<file path="config.mk">
export PLATFORM = sky130hd
export DESIGN_NAME = block_entry_reader_flat
export DESIGN_NICKNAME = d
export VERILOG_FILES = /design/src/rtl/speccfa_pkg.sv /design/src/rtl/block_entry_reader_if.sv /design/src/rtl/blockmem_addr_gen.sv /design/src/rtl/block_entry_reader.sv /design/src/flat_wrapper.sv
export SDC_FILE = /design/constraint.sdc
export NUM_CORES = 1
export LEC_CHECK = 0
export BUFFER_PORTS_ARGS = -buffer_cell sky130_fd_sc_hd__buf_4
export CAP_MARGIN = 20
export CORE_UTILIZATION = 45
export DETAILED_ROUTE_END_ITERATION = 8
export GPL_ROUTABILITY_DRIVEN = 0
export PLACE_DENSITY_LB_ADDON = 0.2
export SLEW_MARGIN = 20
export SYNTH_ARGS = -nofsm -noshare
export SYNTH_HDL_FRONTEND = slang
export SYNTH_HIERARCHICAL = 1
export SYNTH_SLANG_ARGS = --single-unit
</file>
<file path="constraint.sdc">
create_clock -name clk -period 7.6 [get_ports clk]
set_input_delay 1.14 -clock clk [delete_from_list [all_inputs] [get_ports clk]]
set_output_delay 1.14 -clock clk [all_outputs]
set_load 0.01 [all_outputs]
</file>
<file path="src/rtl/speccfa_pkg.sv">
// Shared definitions for the block fetch path: widths, header layout, FSM encoding.
package speccfa_pkg;

    localparam int unsigned ADDR_W          = 16;          // block memory word address
    localparam int unsigned AADDR_W         = ADDR_W + 1;  // carry-extended address arithmetic
    localparam int unsigned DATA_W          = 16;
    localparam int unsigned LEN_W           = 8;
    localparam int unsigned ID_W            = 8;
    localparam int unsigned ID_MSB          = 15;
    localparam int unsigned LEN_MSB         = 7;
    localparam int unsigned BLK_HDR_WORDS   = 1;
    localparam int unsigned BLK_ENTRY_WORDS = 2;
    localparam int unsigned MAX_LEN_DEF     = 255;

    // Header word: {id[ID_MSB:8], len[LEN_MSB:0]}
    typedef struct packed {
        logic [ID_W-1:0]  id;
        logic [LEN_W-1:0] len;
    } blk_hdr_t;

    typedef enum logic [2:0] {
        ST_IDLE  = 3'd0,
        ST_HDR   = 3'd1,
        ST_SRC   = 3'd2,
        ST_DST   = 3'd3,
        ST_CAP   = 3'd4,
        ST_READY = 3'd5,
        ST_DONE  = 3'd6,
        ST_ERR   = 3'd7
    } state_t;

    // States during which a read sequence is in flight
    function automatic logic is_busy(input state_t s);
        return (s inside {ST_HDR, ST_SRC, ST_DST, ST_CAP});
    endfunction

endpackage

</file>
<file path="src/rtl/block_entry_reader_if.sv">
// Block memory read port: 1-cycle latency, rdata valid the cycle after mem_ren.
//   master (reader): drives mem_ren, mem_addr; receives mem_rdata
//   slave  (memory): receives mem_ren, mem_addr; drives mem_rdata
interface block_entry_reader_if;
    import speccfa_pkg::*;

    logic              mem_ren;
    logic [ADDR_W-1:0] mem_addr;
    logic [DATA_W-1:0] mem_rdata;

    modport master (output mem_ren, output mem_addr, input  mem_rdata);
    modport slave  (input  mem_ren, input  mem_addr, output mem_rdata);

endinterface

</file>
<file path="src/rtl/blockmem_addr_gen.sv">
// Combinational 17-bit entry address and bounds computation for one block.
//   i_base      block base word index
//   i_idx       current entry index
//   i_len       entry count of the block
//   i_mem_size  number of valid words in block memory
//   o_src_addr  base + 1 + 2*idx (17-bit)
//   o_dst_addr  base + 2 + 2*idx (17-bit)
//   o_base_oob  header word lies outside memory
//   o_len_oob   last dest word (base + 2*len) lies outside memory
module blockmem_addr_gen
    import speccfa_pkg::*;
(
    input  logic [ADDR_W-1:0]  i_base,
    input  logic [LEN_W-1:0]   i_idx,
    input  logic [LEN_W-1:0]   i_len,
    input  logic [ADDR_W-1:0]  i_mem_size,
    output logic [AADDR_W-1:0] o_src_addr,
    output logic [AADDR_W-1:0] o_dst_addr,
    output logic               o_base_oob,
    output logic               o_len_oob
);

    logic [AADDR_W-1:0] w_base;
    logic [AADDR_W-1:0] w_size;
    logic [AADDR_W-1:0] w_idx_off;
    logic [AADDR_W-1:0] w_len_off;

    // Carry into bit 16 is kept so a block wrapping past 0xFFFF reads as out of bounds
    always_comb begin
        w_base     = AADDR_W'(i_base);
        w_size     = AADDR_W'(i_mem_size);
        w_idx_off  = AADDR_W'(i_idx) * AADDR_W'(BLK_ENTRY_WORDS);
        w_len_off  = AADDR_W'(i_len) * AADDR_W'(BLK_ENTRY_WORDS);
        o_src_addr = w_base + AADDR_W'(BLK_HDR_WORDS) + w_idx_off;
        o_dst_addr = o_src_addr + AADDR_W'(1);
        o_base_oob = (w_base >= w_size);
        o_len_oob  = ((w_base + w_len_off) >= w_size);
    end

endmodule

</file>
<file path="src/rtl/block_entry_reader.sv">
// Walks one block's header and src/dest entry pairs over the block memory read port
// and presents the current expected entry to the fetch/detect logic.
//   clk, rst_n        clock, async active-low reset
//   block_base        base word of the block to read (latched on base_load)
//   base_load         pulse: start a new block (aborts any current sequence)
//   entry_adv         pulse: current entry consumed (honoured only in READY)
//   BLOCKMEM_size     number of valid words in block memory
//   mem               block memory read port (master side)
//   block_entry_src   expected source address of current entry
//   block_entry_dest  expected destination address of current entry
//   block_len/id      captured header fields
//   entry_idx         current entry index
//   entry_valid       src/dest/idx valid
//   block_done        every entry consumed or len==0
//   block_err         one-cycle pulse: block outside memory or len too large
//   busy              read sequence in flight
module block_entry_reader
    import speccfa_pkg::*;
#(
    parameter int unsigned MAX_LEN = MAX_LEN_DEF
) (
    input  logic                 clk,
    input  logic                 rst_n,
    input  logic [ADDR_W-1:0]    block_base,
    input  logic                 base_load,
    input  logic                 entry_adv,
    input  logic [ADDR_W-1:0]    BLOCKMEM_size,
    block_entry_reader_if.master mem,
    output logic [DATA_W-1:0]    block_entry_src,
    output logic [DATA_W-1:0]    block_entry_dest,
    output logic [LEN_W-1:0]     block_len,
    output logic [LEN_W-1:0]     block_id,
    output logic [LEN_W-1:0]     entry_idx,
    output logic                 entry_valid,
    output logic                 block_done,
    output logic                 block_err,
    output logic                 busy
);

    localparam int unsigned LEN_XW = LEN_W + 1;

    state_t              r_state;
    state_t              w_next;
    logic [ADDR_W-1:0]   r_base;
    logic                r_first;
    logic [LEN_W-1:0]    r_len;
    logic [LEN_W-1:0]    r_id;
    logic [LEN_W-1:0]    r_idx;
    logic [DATA_W-1:0]   r_src;
    logic [DATA_W-1:0]   r_dest;
    logic                r_entry_valid;
    logic                r_block_done;
    logic                r_block_err;
    logic                r_busy;

    blk_hdr_t            w_hdr;
    logic [LEN_W-1:0]    w_cur_len;
    logic                w_len_bad;
    logic                w_last_entry;
    logic [AADDR_W-1:0]  w_src_addr;
    logic [AADDR_W-1:0]  w_dst_addr;
    logic                w_base_oob;
    logic                w_len_oob;
    logic                w_rd_req;
    logic [AADDR_W-1:0]  w_rd_addr;
    logic                w_rd_inb;

    // In the first SRC cycle the header is still on rdata; later SRC visits use the captured len
    always_comb begin
        w_hdr        = blk_hdr_t'(mem.mem_rdata);
        w_cur_len    = r_first ? w_hdr.len : r_len;
        w_len_bad    = (LEN_XW'(w_cur_len) > LEN_XW'(MAX_LEN)) || w_len_oob;
        w_last_entry = ((LEN_XW'(r_idx) + LEN_XW'(1)) == LEN_XW'(r_len));
    end

    blockmem_addr_gen u_addr_gen (
        .i_base     (r_base),
        .i_idx      (r_idx),
        .i_len      (w_cur_len),
        .i_mem_size (BLOCKMEM_size),
        .o_src_addr (w_src_addr),
        .o_dst_addr (w_dst_addr),
        .o_base_oob (w_base_oob),
        .o_len_oob  (w_len_oob)
    );

    // Next state and read request; base_load overrides every other transition
    always_comb begin
        w_next    = r_state;
        w_rd_req  = 1'b0;
        w_rd_addr = '0;
        case (r_state)
            ST_HDR: begin
                if (w_base_oob) begin
                    w_next = ST_ERR;
                end else begin
                    w_rd_req  = 1'b1;
                    w_rd_addr = AADDR_W'(r_base);
                    w_next    = ST_SRC;
                end
            end
            ST_SRC: begin
                if (w_cur_len == '0) begin
                    w_next = ST_DONE;
                end else if (w_len_bad) begin
                    w_next = ST_ERR;
                end else begin
                    w_rd_req  = 1'b1;
                    w_rd_addr = w_src_addr;
                    w_next    = ST_DST;
                end
            end
            ST_DST: begin
                w_rd_req  = 1'b1;
                w_rd_addr = w_dst_addr;
                w_next    = ST_CAP;
            end
            ST_CAP:   w_next = ST_READY;
            ST_READY: begin
                if (entry_adv) begin
                    w_next = w_last_entry ? ST_DONE : ST_SRC;
                end
            end
            ST_ERR:   w_next = ST_IDLE;
            default:  w_next = r_state;
        endcase
        if (base_load) begin
            w_next = ST_HDR;
        end
    end

    // Last-line guard: the port is never driven with an out-of-range address
    always_comb begin
        w_rd_inb = (w_rd_addr < AADDR_W'(BLOCKMEM_size));
    end

    assign mem.mem_ren  = w_rd_req && w_rd_inb;
    assign mem.mem_addr = (w_rd_req && w_rd_inb) ? w_rd_addr[ADDR_W-1:0] : '0;

    // State register
    always_ff @(posedge clk or negedge rst_n) begin
        if (!rst_n) begin
            r_state <= ST_IDLE;
        end else begin
            r_state <= w_next;
        end
    end

    // Base latch, header/entry capture, entry index and registered status outputs
    always_ff @(posedge clk or negedge rst_n) begin
        if (!rst_n) begin
            r_base        <= '0;
            r_first       <= 1'b0;
            r_len         <= '0;
            r_id          <= '0;
            r_idx         <= '0;
            r_src         <= '0;
            r_dest        <= '0;
            r_entry_valid <= 1'b0;
            r_block_done  <= 1'b0;
            r_block_err   <= 1'b0;
            r_busy        <= 1'b0;
        end else begin
            if (base_load) begin
                r_base  <= block_base;
                r_first <= 1'b1;
                r_idx   <= '0;
                r_src   <= '0;
                r_dest  <= '0;
            end else begin
                if (r_state == ST_SRC && r_first) begin
                    r_len   <= w_hdr.len;
                    r_id    <= w_hdr.id;
                    r_first <= 1'b0;
                end
                if (r_state == ST_DST) begin
                    r_src <= mem.mem_rdata;
                end
                if (r_state == ST_CAP) begin
                    r_dest <= mem.mem_rdata;
                end
                if (r_state == ST_READY && entry_adv && !w_last_entry) begin
                    r_idx <= r_idx + LEN_W'(1);
                end
            end
            // An erroring block leaves nothing behind for the consumer
            if (w_next == ST_ERR) begin
                r_len  <= '0;
                r_id   <= '0;
                r_idx  <= '0;
                r_src  <= '0;
                r_dest <= '0;
            end
            r_entry_valid <= (w_next == ST_READY);
            r_block_done  <= (w_next == ST_DONE);
            r_block_err   <= (w_next == ST_ERR);
            r_busy        <= is_busy(w_next);
        end
    end

    assign block_entry_src  = r_src;
    assign block_entry_dest = r_dest;
    assign block_len        = r_len;
    assign block_id         = r_id;
    assign entry_idx        = r_idx;
    assign entry_valid      = r_entry_valid;
    assign block_done       = r_block_done;
    assign block_err        = r_block_err;
    assign busy             = r_busy;

endmodule

</file>
<file path="src/flat_wrapper.sv">
// flat-port wrapper written by rule: the top's interface ports become plain ports
module block_entry_reader_flat import speccfa_pkg::*;
#(
    parameter int unsigned MAX_LEN = MAX_LEN_DEF
)
  (clk, rst_n, block_base, base_load, entry_adv, BLOCKMEM_size, block_entry_src, block_entry_dest, block_len, block_id, entry_idx, entry_valid, block_done, block_err, busy, mem_mem_ren, mem_mem_addr, mem_mem_rdata);
  block_entry_reader_if mem_i ();
  input  logic clk;
  input  logic rst_n;
  input  logic [ADDR_W-1:0] block_base;
  input  logic base_load;
  input  logic entry_adv;
  input  logic [ADDR_W-1:0] BLOCKMEM_size;
  output logic [DATA_W-1:0] block_entry_src;
  output logic [DATA_W-1:0] block_entry_dest;
  output logic [LEN_W-1:0] block_len;
  output logic [LEN_W-1:0] block_id;
  output logic [LEN_W-1:0] entry_idx;
  output logic entry_valid;
  output logic block_done;
  output logic block_err;
  output logic busy;
  output wire logic [$bits(mem_i.mem_ren)-1:0] mem_mem_ren;
  output wire logic [$bits(mem_i.mem_addr)-1:0] mem_mem_addr;
  input wire logic [$bits(mem_i.mem_rdata)-1:0] mem_mem_rdata;
  assign mem_mem_ren = mem_i.mem_ren;
  assign mem_mem_addr = mem_i.mem_addr;
  assign mem_i.mem_rdata = mem_mem_rdata;
  block_entry_reader #(.MAX_LEN(MAX_LEN)) u_core (.clk(clk), .rst_n(rst_n), .block_base(block_base), .base_load(base_load), .entry_adv(entry_adv), .BLOCKMEM_size(BLOCKMEM_size), .mem(mem_i), .block_entry_src(block_entry_src), .block_entry_dest(block_entry_dest), .block_len(block_len), .block_id(block_id), .entry_idx(entry_idx), .entry_valid(entry_valid), .block_done(block_done), .block_err(block_err), .busy(busy));
endmodule
</file>
==> results of run 1 <==
==> cells by family after synthesis <==
family          count (synthesis)  share of synthesized area
compound gates                213                      0.220
xor+xnor                       48                     0.0601
fa+ha+maj                      66                      0.120
buf+inv                       110                     0.0656
flops                          80                      0.286
mux                            30                     0.0472
simple gates                  274                      0.201
==> worst max-delay path, delay by kind of cell <==
family	cells	cell delay [ns]
adders and majority gates	4	1.05
buffers and inverters	7	0.86
xor gates and xnor gates	1	0.14
AOI/OAI and AO/OA	12	2.30
and+or+nand+nor	6	0.97
muxes	1	0.15
==> report_power, final <==
group	leakage, nW	internal, mW	switching [mW]
clock	0.165	0.296	0.202
combinational	3.08	0.575	0.641
sequential	1.01	0.502	0.109
total	4.25	1.37	0.953
==> metal layers <==
metal	vias up	wire length, um
li1	3291	-
met1	3358	10200
met2	285	10100
met3	33	1630
met4	0	406
met5	-	0
==> per-stage QoR <==
step	total power, mW	utilization	setup TNS (ns)	hold WS, ns
6_report	2.33	0.598	-1.93	0.524
5_1_grt	2.47	0.598	-6.42	0.547
4_1_cts	2.22	0.576	0	0.527
3_3_place_gp	1.68	0.550	-3.84	0.511
2_1_floorplan	1.27	-	0	0.531
3_5_place_dp	1.69	0.550	-6.74	0.517
==> layout make-up <==
cell class,instances,area share
clock inverters,7,0.0120
inverters,64,0.0264
repair buffers,195,0.167
well taps,188,0.0259
multi-input cells,631,0.523
flip-flops and latches,80,0.220
clock buffers,9,0.0248
==> placed cells by master, fill, tap and decap left out, drive strengths merged, types with 15 or more instances in the layout <==
master / Yosys / routed
buf: 21 / 195
nand2: 118 / 118
dfrtp: 80 / 80
inv: 64 / 69
ha: 64 / 64
a21oi: 62 / 62
xnor2: 39 / 39
nor2: 28 / 28
mux2: 24 / 24
o21ai: 21 / 21
nor2b: 21 / 21
a21o: 20 / 20
and2: 18 / 18
o311ai: 17 / 17
nor3: 17 / 17
a32oi: 16 / 16
nand3: 16 / 16
a222oi: 15 / 15
==> synth_stat cells (all sizes together) (15+ instances only) <==
cell,count
clkbuf,25
xnor2,39
nand3,16
nor2b,21
a222oi,15
ha,64
a21o,20
a32oi,16
o311ai,17
inv,64
dfrtp,80
o21ai,21
a21oi,62
mux2,24
and2,18
nor3,17
nand2,118
buf,21
nor2,28
==> state kept, by name (all words and copies together), names as in the netlist <==
register                 flops
u_core/r_state               3
u_core/busy                  1
u_core/block_entry_dest     16
u_core/entry_idx             8
u_core/r_first               1
u_core/entry_valid           1
u_core/block_entry_src      16
u_core/r_base               16
u_core/block_len             8
u_core/block_done            1
u_core/block_err             1
u_core/block_id              8
==> final timing paths <==
check	endpoint	slack, ns	cells after the start
worst max-delay path	mem_mem_addr[7]	-0.17	31
worst min-delay path	u_core/block_entry_src[14]	0.52	2
worst max register to register	u_core/block_entry_dest[0]	2.44	28
worst min register to register	u_core/block_entry_src[14]	0.52	2
max in group asynchronous	u_core/r_base[2]	5.84	2
min in group asynchronous	u_core/r_base[13]	0.63	1
==> what timing repair did <==
| item | CTS | global route |
|---|---|---|
| cloned | 0 | 1 |
| buffers inserted | 4 | 12 |
| endpoints found under the setup margin | 17 | 17 |
| gates resized for setup | 9 | 50 |
| pin swaps | 10 | 34 |
==> results.cfg, run 1 <==
[outcome]
status = complete, but fails checks
violations = setup timing

[logic_synthesis]
yosys.area.top_type = dfrtp_1
async_flop_share = 1.00
synth_edf_count = 0
ys_ff_latch = 80
synth_warnings = 6
synthCells = 821
synth_top_area_share = 0.286
synth_area_mm2 = 0.00700
ys_types = 75
ys.flop_type = dfrtp_1
syn_area_per_cell_um2 = 8.53
yosys-top-cells-area = dfrtp_1 (29%), ha_1 (11%), nand2_1 (6.3%), xnor2_1 (4.9%), a21oi_1 (4.4%)
synth_fp_nets = 939
yosysSeqAreaShare = 0.286

[floorplan]
ios = 129
die_y_um = 127
die_w_um = 127
start_util = 0.460
rows = 45
core_mm2 = 0.0152
die_area_mm2 = 0.0161

[sta]
slew_headroom = 0.249
fmax_mhz = 129
rsz0062_at_grt = true
worst_pin_slew_ns = 1.12
min_period_over_period = 1.02
period_needed_ns = 7.77
slew_violations = 0
fin_skew_ns = 0.0103
finalSetupViolCount = 17
setup_slack_ns = -0.170
hold_viol = 0

[setup_path]
worstSetupStartpoint = mem_mem_rdata[0]
cp.required_ns = 6.46
path_max_fanout = 7
slowest_delay_ns = 0.45
r2r-start = u_core/block_len[0]
path_class = input port to output pin
worstSetupStartpointType = input port
cp.arrival_ns = 6.63
end_kind = output pin
crit_slowest_cell = a222oi_1

[clock_tree]
cts_tree = done
clk_pin_slew_ns = 0.07
clock_latency_ns = 0.36
cts-buffers-inserted = 9
htree_levels = 3
postCtsHoldBufs = 0
clock_path_buffers = 2
cts-root-buf = clkbuf_16
cts_sinks = 80

[power_and_ir_drop]
p_leak_nw = 4.25
peakVddDrop_uv = 137
powerDensity_mw_per_mm2 = 256

[global_routing]
grt_use_met1 = 0.396
grt_overflow = 0
grt_pass1_wl_mm = 34.1
met2_usage = 0.421
busiest_layer = met2
met3_usage = 0.0502
grt_pass1_vias = 6315
grt_max_degree = 69
antenna_found_initial = 0
grt_use_total = 0.275

[final_layout]
regArea_mm2 = 0.00200
n_fill_cell = 1327
final_cells = 1174
area_delta_synth_final_pct = 29.8
drive_above_1_share = 0.290
design_area_mm2 = 0.00909
nNetsFinal = 1099
multi_input_area_mm2 = 0.00476
antenna_cells = 0

[worst_hold_path]
worstHoldPathType = register to register
hp-start = u_core/block_entry_src[14]

[run]
maxCapViolCount = 0

[route]
wl_per_cell_um = 19.0
num_vias = 6967
drt.antenna.violating_nets = 0
drc = 0
drt_iter0_markers = 595
via_per_inst = 5.93
drt-total-wl_mm = 22.3
first_pass_iters = 7

[placement]
pre_cts_slack_ns = -0.417
placed_cell_area_mm2 = 0.00837
dp.cells = 1142
numPortBuffers = 128
dp_hpwl_mm = 16.2
(Power assumes the default switching activity.)
==> run 2, diff against run 1 <==
--- a/config.mk
+++ b/config.mk
@@ -10,6 +10,7 @@
 export CORE_UTILIZATION = 45
 export DETAILED_ROUTE_END_ITERATION = 8
 export GPL_ROUTABILITY_DRIVEN = 0
+export GPL_TIMING_DRIVEN = 0
 export PLACE_DENSITY_LB_ADDON = 0.2
 export SLEW_MARGIN = 20
 export SYNTH_ARGS = -nofsm -noshare
==> run 2 against run 1 <==
Against the previous run:
- the flow still finishes with violations (setup timing)
- first-iteration DRC count increased by 9.2%
- setup slack got worse by 0.22 ns
- critical path depth decreased by 2
- register-to-register slack improved by 0.04 ns
- non-clock buffer count increased by 9
- flip-flop and latch count unchanged
- sequential power decreased by 0.8%
- power decreased by 2.9%
- highest routed layer unchanged
==> results.cfg, run 2 (synthesis results as in run 1) <==
[setup_path]
cp_common_cell = a21oi_2
cp.required_ns = 6.46
worstSetupStartpointType = input port
path_class = input port to output pin
slowest_delay_ns = 0.58
end_kind = output pin
crit_slowest_cell = a222oi_1
cp.arrival_ns = 6.85
rr_worst_depth = 26
path_max_fanout = 7

[final_layout]
drive_above_1_share = 0.274
antenna_cells = 0
design_area_mm2 = 0.00906
nNetsFinal = 1108
layout_commonest_cell = buf_4
final_cell_mix = buf_4 (145), nand2_1 (118), dfrtp_1 (80), inv_1 (62), ha_1 (58)
area_delta_synth_final_pct = 29.4

[power_and_ir_drop]
powerDensity_mw_per_mm2 = 249
peakVddDrop_uv = 149
fin_total_pwr_mw = 2.26
p_leak_nw = 4.17

[route]
wl_per_cell_um = 18.5
drt_iter0_markers = 650
drc = 0
drt.antenna.violating_nets = 0
num_vias = 6946
first_pass_iters = 6
drt-total-wl_mm = 21.8
via_per_inst = 5.88

[placement]
placed_cell_area_mm2 = 0.00820
numPortBuffers = 128
dp_hpwl_mm = 16.1

[sta]
worst_pin_slew_ns = 0.838
setup_slack_ns = -0.393
rsz0062_at_grt = true
fin_skew_ns = 0.00858
min_period_over_period = 1.05
slew_headroom = 0.440
fmax_mhz = 125
period_needed_ns = 7.99
finalSetupViolCount = 17
hold_viol = 0
slew_violations = 0

[global_routing]
antenna_found_initial = 0
grt_overflow = 0
grt_pass1_wl_mm = 33.4
grt_use_total = 0.267
grt_max_degree = 81
grt_pass1_vias = 6218

[clock_tree]
clock_latency_ns = 0.35
clk_pin_slew_ns = 0.06
htree_levels = 3
cts_tree = done
postCtsHoldBufs = 0
clock_path_buffers = 2
cts_sinks = 80
cts-buffers-inserted = 9
cts-root-buf = clkbuf_16

[outcome]
status = complete, but fails checks
violations = setup timing

[floorplan]
start_util = 0.460
ios = 129
die_y_um = 127
rows = 45
die_area_mm2 = 0.0161
core_mm2 = 0.0152
die_w_um = 127

[worst_hold_path]
worstHoldPathCells = 2
worstHoldPathType = register to register

[run]
maxCapViolCount = 0
## run 2: power by group
group | internal, mW | switching (mW) | total (mW)
combinational | 0.560 | 0.654 | 1.21
clock | 0.255 | 0.184 | 0.438
sequential | 0.502 | 0.104 | 0.606
## run 2: final timing paths
check | start | endpoint | slack, ns
setup / recovery | mem_mem_rdata[1] | mem_mem_addr[8] | -0.39
hold / removal | u_core/block_entry_src[4] | u_core/block_entry_src[4] | 0.52
setup reg to reg | u_core/r_first | u_core/block_id[2] | 2.48
hold reg to reg | u_core/block_entry_src[4] | u_core/block_entry_src[4] | 0.52
max in group asynchronous | rst_n | u_core/entry_idx[2] | 6.24
min in group asynchronous | rst_n | u_core/block_entry_src[3] | 0.81
## run 2: area by class of cell
| class | count | area [um2] |
|---|---|---|
| tap | 188 | 235 |
| inverter | 64 | 240 |
| fill | 1392 | 6140 |
| multi-input combinational | 631 | 4810 |
| buffer | 44 | 208 |
| timing repair buffer | 160 | 1270 |
| sequential | 80 | 2000 |
| clock buffer | 9 | 225 |
| clock inverter | 6 | 68.8 |
## run 2: through the flow
| step | TNS [ns] | utilization | instances | hold WS (ns) | worst slack [ns] |
|---|---|---|---|---|---|
| final | -6.04 | 0.596 | 1182 | 0.522 | -0.393 |
| after global routing | -8.57 | 0.596 | 1182 | 0.541 | -0.546 |
| after CTS | -2.10 | 0.573 | 1170 | 0.525 | -0.194 |
| after detailed placement | -14.70 | 0.539 | 1137 | 0.516 | -0.998 |
| after global placement | -15.07 | 0.539 | 1137 | 0.511 | -1.07 |
| after floorplan | 0 | - | 821 | 0.531 | 0.300 |
## run 2: critical path, delay by kind of cell
| kind | cells | cell delay [ns] |
|---|---|---|
| AOI/OAI and AO/OA | 13 | 2.61 |
| and+or+nand+nor | 6 | 1.03 |
| adders and majority gates | 3 | 0.85 |
| buffers and inverters | 5 | 0.78 |
| muxes | 1 | 0.28 |
| xor gates and xnor gates | 1 | 0.16 |
## run 2: layer usage
metal	up-vias	share of wire	global-route usage
met5	-	0	0
met4	0	0.015	0.0560
met3	30	0.074	0.0544
met2	278	0.45	0.415
met1	3331	0.46	0.383
li1	3307	-	-
## run 2: what timing repair did
item / 4_1_cts / 5_1_grt
gates resized for setup: 21 / 52
setup endpoints to repair: 17 / 17
pin swaps: 25 / 33
cloned: 1 / 1
setup buffers: 18 / 13
==> run 3, diff against run 2 <==
--- a/config.mk
+++ b/config.mk
@@ -7,11 +7,12 @@
 export LEC_CHECK = 0
 export BUFFER_PORTS_ARGS = -buffer_cell sky130_fd_sc_hd__buf_4
 export CAP_MARGIN = 20
+export CORE_ASPECT_RATIO = 0.9
 export CORE_UTILIZATION = 45
 export DETAILED_ROUTE_END_ITERATION = 8
 export GPL_ROUTABILITY_DRIVEN = 0
 export GPL_TIMING_DRIVEN = 0
-export PLACE_DENSITY_LB_ADDON = 0.2
+export PLACE_DENSITY = 0.77
 export SLEW_MARGIN = 20
 export SYNTH_ARGS = -nofsm -noshare
 export SYNTH_HDL_FRONTEND = slang
==> run 3 against run 2 <==
Against the previous run:
- setup slack improved by 0.28 ns
- via count rose by 1.9%
- the run still ends with setup timing left
- die area barely moved
- sequential share of layout area decreased by 0.18 points
- critical endpoint is now mem_mem_addr[11]
- global-route usage is 1.3 points higher
- largest power group unchanged
- non-clock buffer count rose by 5
- clock skew fell by 0.0012 ns
- critical path type unchanged
==> results.cfg, run 3 (synthesis results as in run 1) <==
[sta]
worst_pin_slew_ns = 0.890
min_period_over_period = 1.01
slew_violations = 0
period_needed_ns = 7.71
holdWs_ns = 0.522
fin_skew_ns = 0.00734
fmax_mhz = 130
rsz0062_at_grt = true
fin_setup_tns_ns = -1.03
hold_viol = 0
slew_headroom = 0.406
finalSetupViolCount = 15
setup_slack_ns = -0.112

[global_routing]
grt_use_total = 0.280
grt_max_degree = 81
antenna_found_initial = 0
grt_pass1_wl_mm = 35.0
grt_overflow = 0
grt_pass1_vias = 6683

[setup_path]
rr_worst_depth = 26
cp_common_cell = buf_4
crit_slowest_cell = or4_4
cp.required_ns = 6.46
end_kind = output pin
path_max_fanout = 6
path_class = input port to output pin
worstSetupStartpointType = input port
r2r-start = u_core/r_first
cp.arrival_ns = 6.57
r2r-end = u_core/block_id[7]
rrSetupSlack_ns = 2.45
slowest_delay_ns = 0.60

[power_and_ir_drop]
p_leak_nw = 4.20
peakVddDrop_uv = 150
powerDensity_mw_per_mm2 = 255
p_int_mw = 1.37
p_comb_frac = 0.533
p_sw_frac = 0.413
seq_power_share = 0.255
pwr-share-clk = 0.212
fin_total_pwr_mw = 2.33
switchingPower_mw = 0.962

[clock_tree]
clock_latency_ns = 0.36
htree_levels = 3
clock_path_buffers = 2
cts-buffers-inserted = 9
cts-root-buf = clkbuf_16
cts_sinks = 80
clk_pin_slew_ns = 0.07
cts_tree = done
postCtsHoldBufs = 0

[worst_hold_path]
holdPathEnd = u_core/block_entry_src[1]
worstHoldPathCells = 2
worstHoldPathType = register to register
hp-start = u_core/block_entry_src[1]

[floorplan]
die_area_mm2 = 0.0161
rows = 42
die_y_um = 120
die_w_um = 133
ios = 129
start_util = 0.469
core_mm2 = 0.0149

[route]
via_per_inst = 5.91
drt-total-wl_mm = 22.3
num_vias = 7081
wl_per_cell_um = 18.6
first_pass_iters = 7
drt.antenna.violating_nets = 0
drt_iter0_markers = 934
drc = 0

[run]
maxCapViolCount = 0

[outcome]
status = complete, but fails checks
violations = setup timing

[final_layout]
layout_commonest_cell = buf_4
final_cell_mix = buf_4 (158), nand2_1 (117), dfrtp_1 (80), inv_1 (62), ha_1 (56)
drive_above_1_share = 0.280
area_delta_synth_final_pct = 30.5
final_util = 0.612
nNetsFinal = 1113
antenna_cells = 0

[placement]
numPortBuffers = 128
pre_cts_slack_ns = -1.02
dp_hpwl_mm = 16.0
==> run 3: cell types whose count changed in the layout (fill, tap and decap cells not counted), moves of 2 or more <==
cell     before  now
nor2b_4      15    6
nor2b_1       6   12
nor2b_2       0    3
inv_8         0    2
buf_6        18   11
ha_1         58   56
buf_4       145  158
a21oi_2       5    7
a21oi_1      57   54
==> run 3: final cells by class <==
| type | count | area, um2 |
|---|---|---|
| tap | 198 | 248 |
| buffer | 45 | 215 |
| fill | 1293 | 5790 |
| multi-input combinational | 631 | 4810 |
| timing repair buffer | 164 | 1280 |
| inverter | 64 | 243 |
| clock buffer | 9 | 225 |
| clock inverter | 7 | 109 |
| sequential | 80 | 2000 |
==> run 3: routing by layer <==
layer  part of all wire  vias to the layer above  GRT usage
li1                   -                     3324          -
met1               0.43                     3371      0.383
met2               0.46                      344      0.440
met3              0.086                       42     0.0562
met4              0.022                        0     0.0945
met5                  0                        -          0
==> run 3: how the worst max path moves through the flow <==
stage                             endpoint  slack (ns)             start  cells after the start
after CTS                  mem_mem_addr[2]       -0.01  mem_mem_rdata[1]                     29
final                     mem_mem_addr[11]       -0.11  mem_mem_rdata[0]                     32
after global routing       mem_mem_addr[7]       -0.33  mem_mem_rdata[0]                     33
after global placement    mem_mem_addr[14]       -1.01  mem_mem_rdata[0]                     31
after floorplan           mem_mem_addr[10]        0.30  mem_mem_rdata[0]                     29
after detailed placement  mem_mem_addr[14]       -1.02  mem_mem_rdata[0]                     31
==> run 3: worst max-delay path, delay by kind of cell <==
kind	cells	cell delay [ns]
AOI/OAI and AO/OA	10	1.78
buffers and inverters	10	1.14
muxes	1	0.26
adders and majority gates	4	0.94
and+or+nand+nor	6	1.19
xor gates and xnor gates	1	0.09
==> run 3: power by group through the flow <==
stage	combinational (mW)	clock, mW	sequential (mW)
global placement	1.02	0	0.595
global route	1.35	0.518	0.605
floorplan	0.674	0	0.597
CTS	1.17	0.502	0.592
detailed placement	1.04	0	0.596
finish	1.24	0.493	0.594
==> run 3: repair_timing <==
| item | in CTS | in global routing |
|---|---|---|
| gates resized for setup | 46 | 26 |
| pin swaps | 47 | 26 |
| setup endpoints to repair | 17 | 17 |
| buffers inserted | 34 | 3 |
| gates cloned | 2 | 0 |
==> run 3: stage by stage <==
step,std cells,area (um2)
final,1198,9130
after detailed placement,1147,8210
after global placement,1147,8210
after global routing,1198,9130
after CTS,1196,9010
after floorplan,821,7000
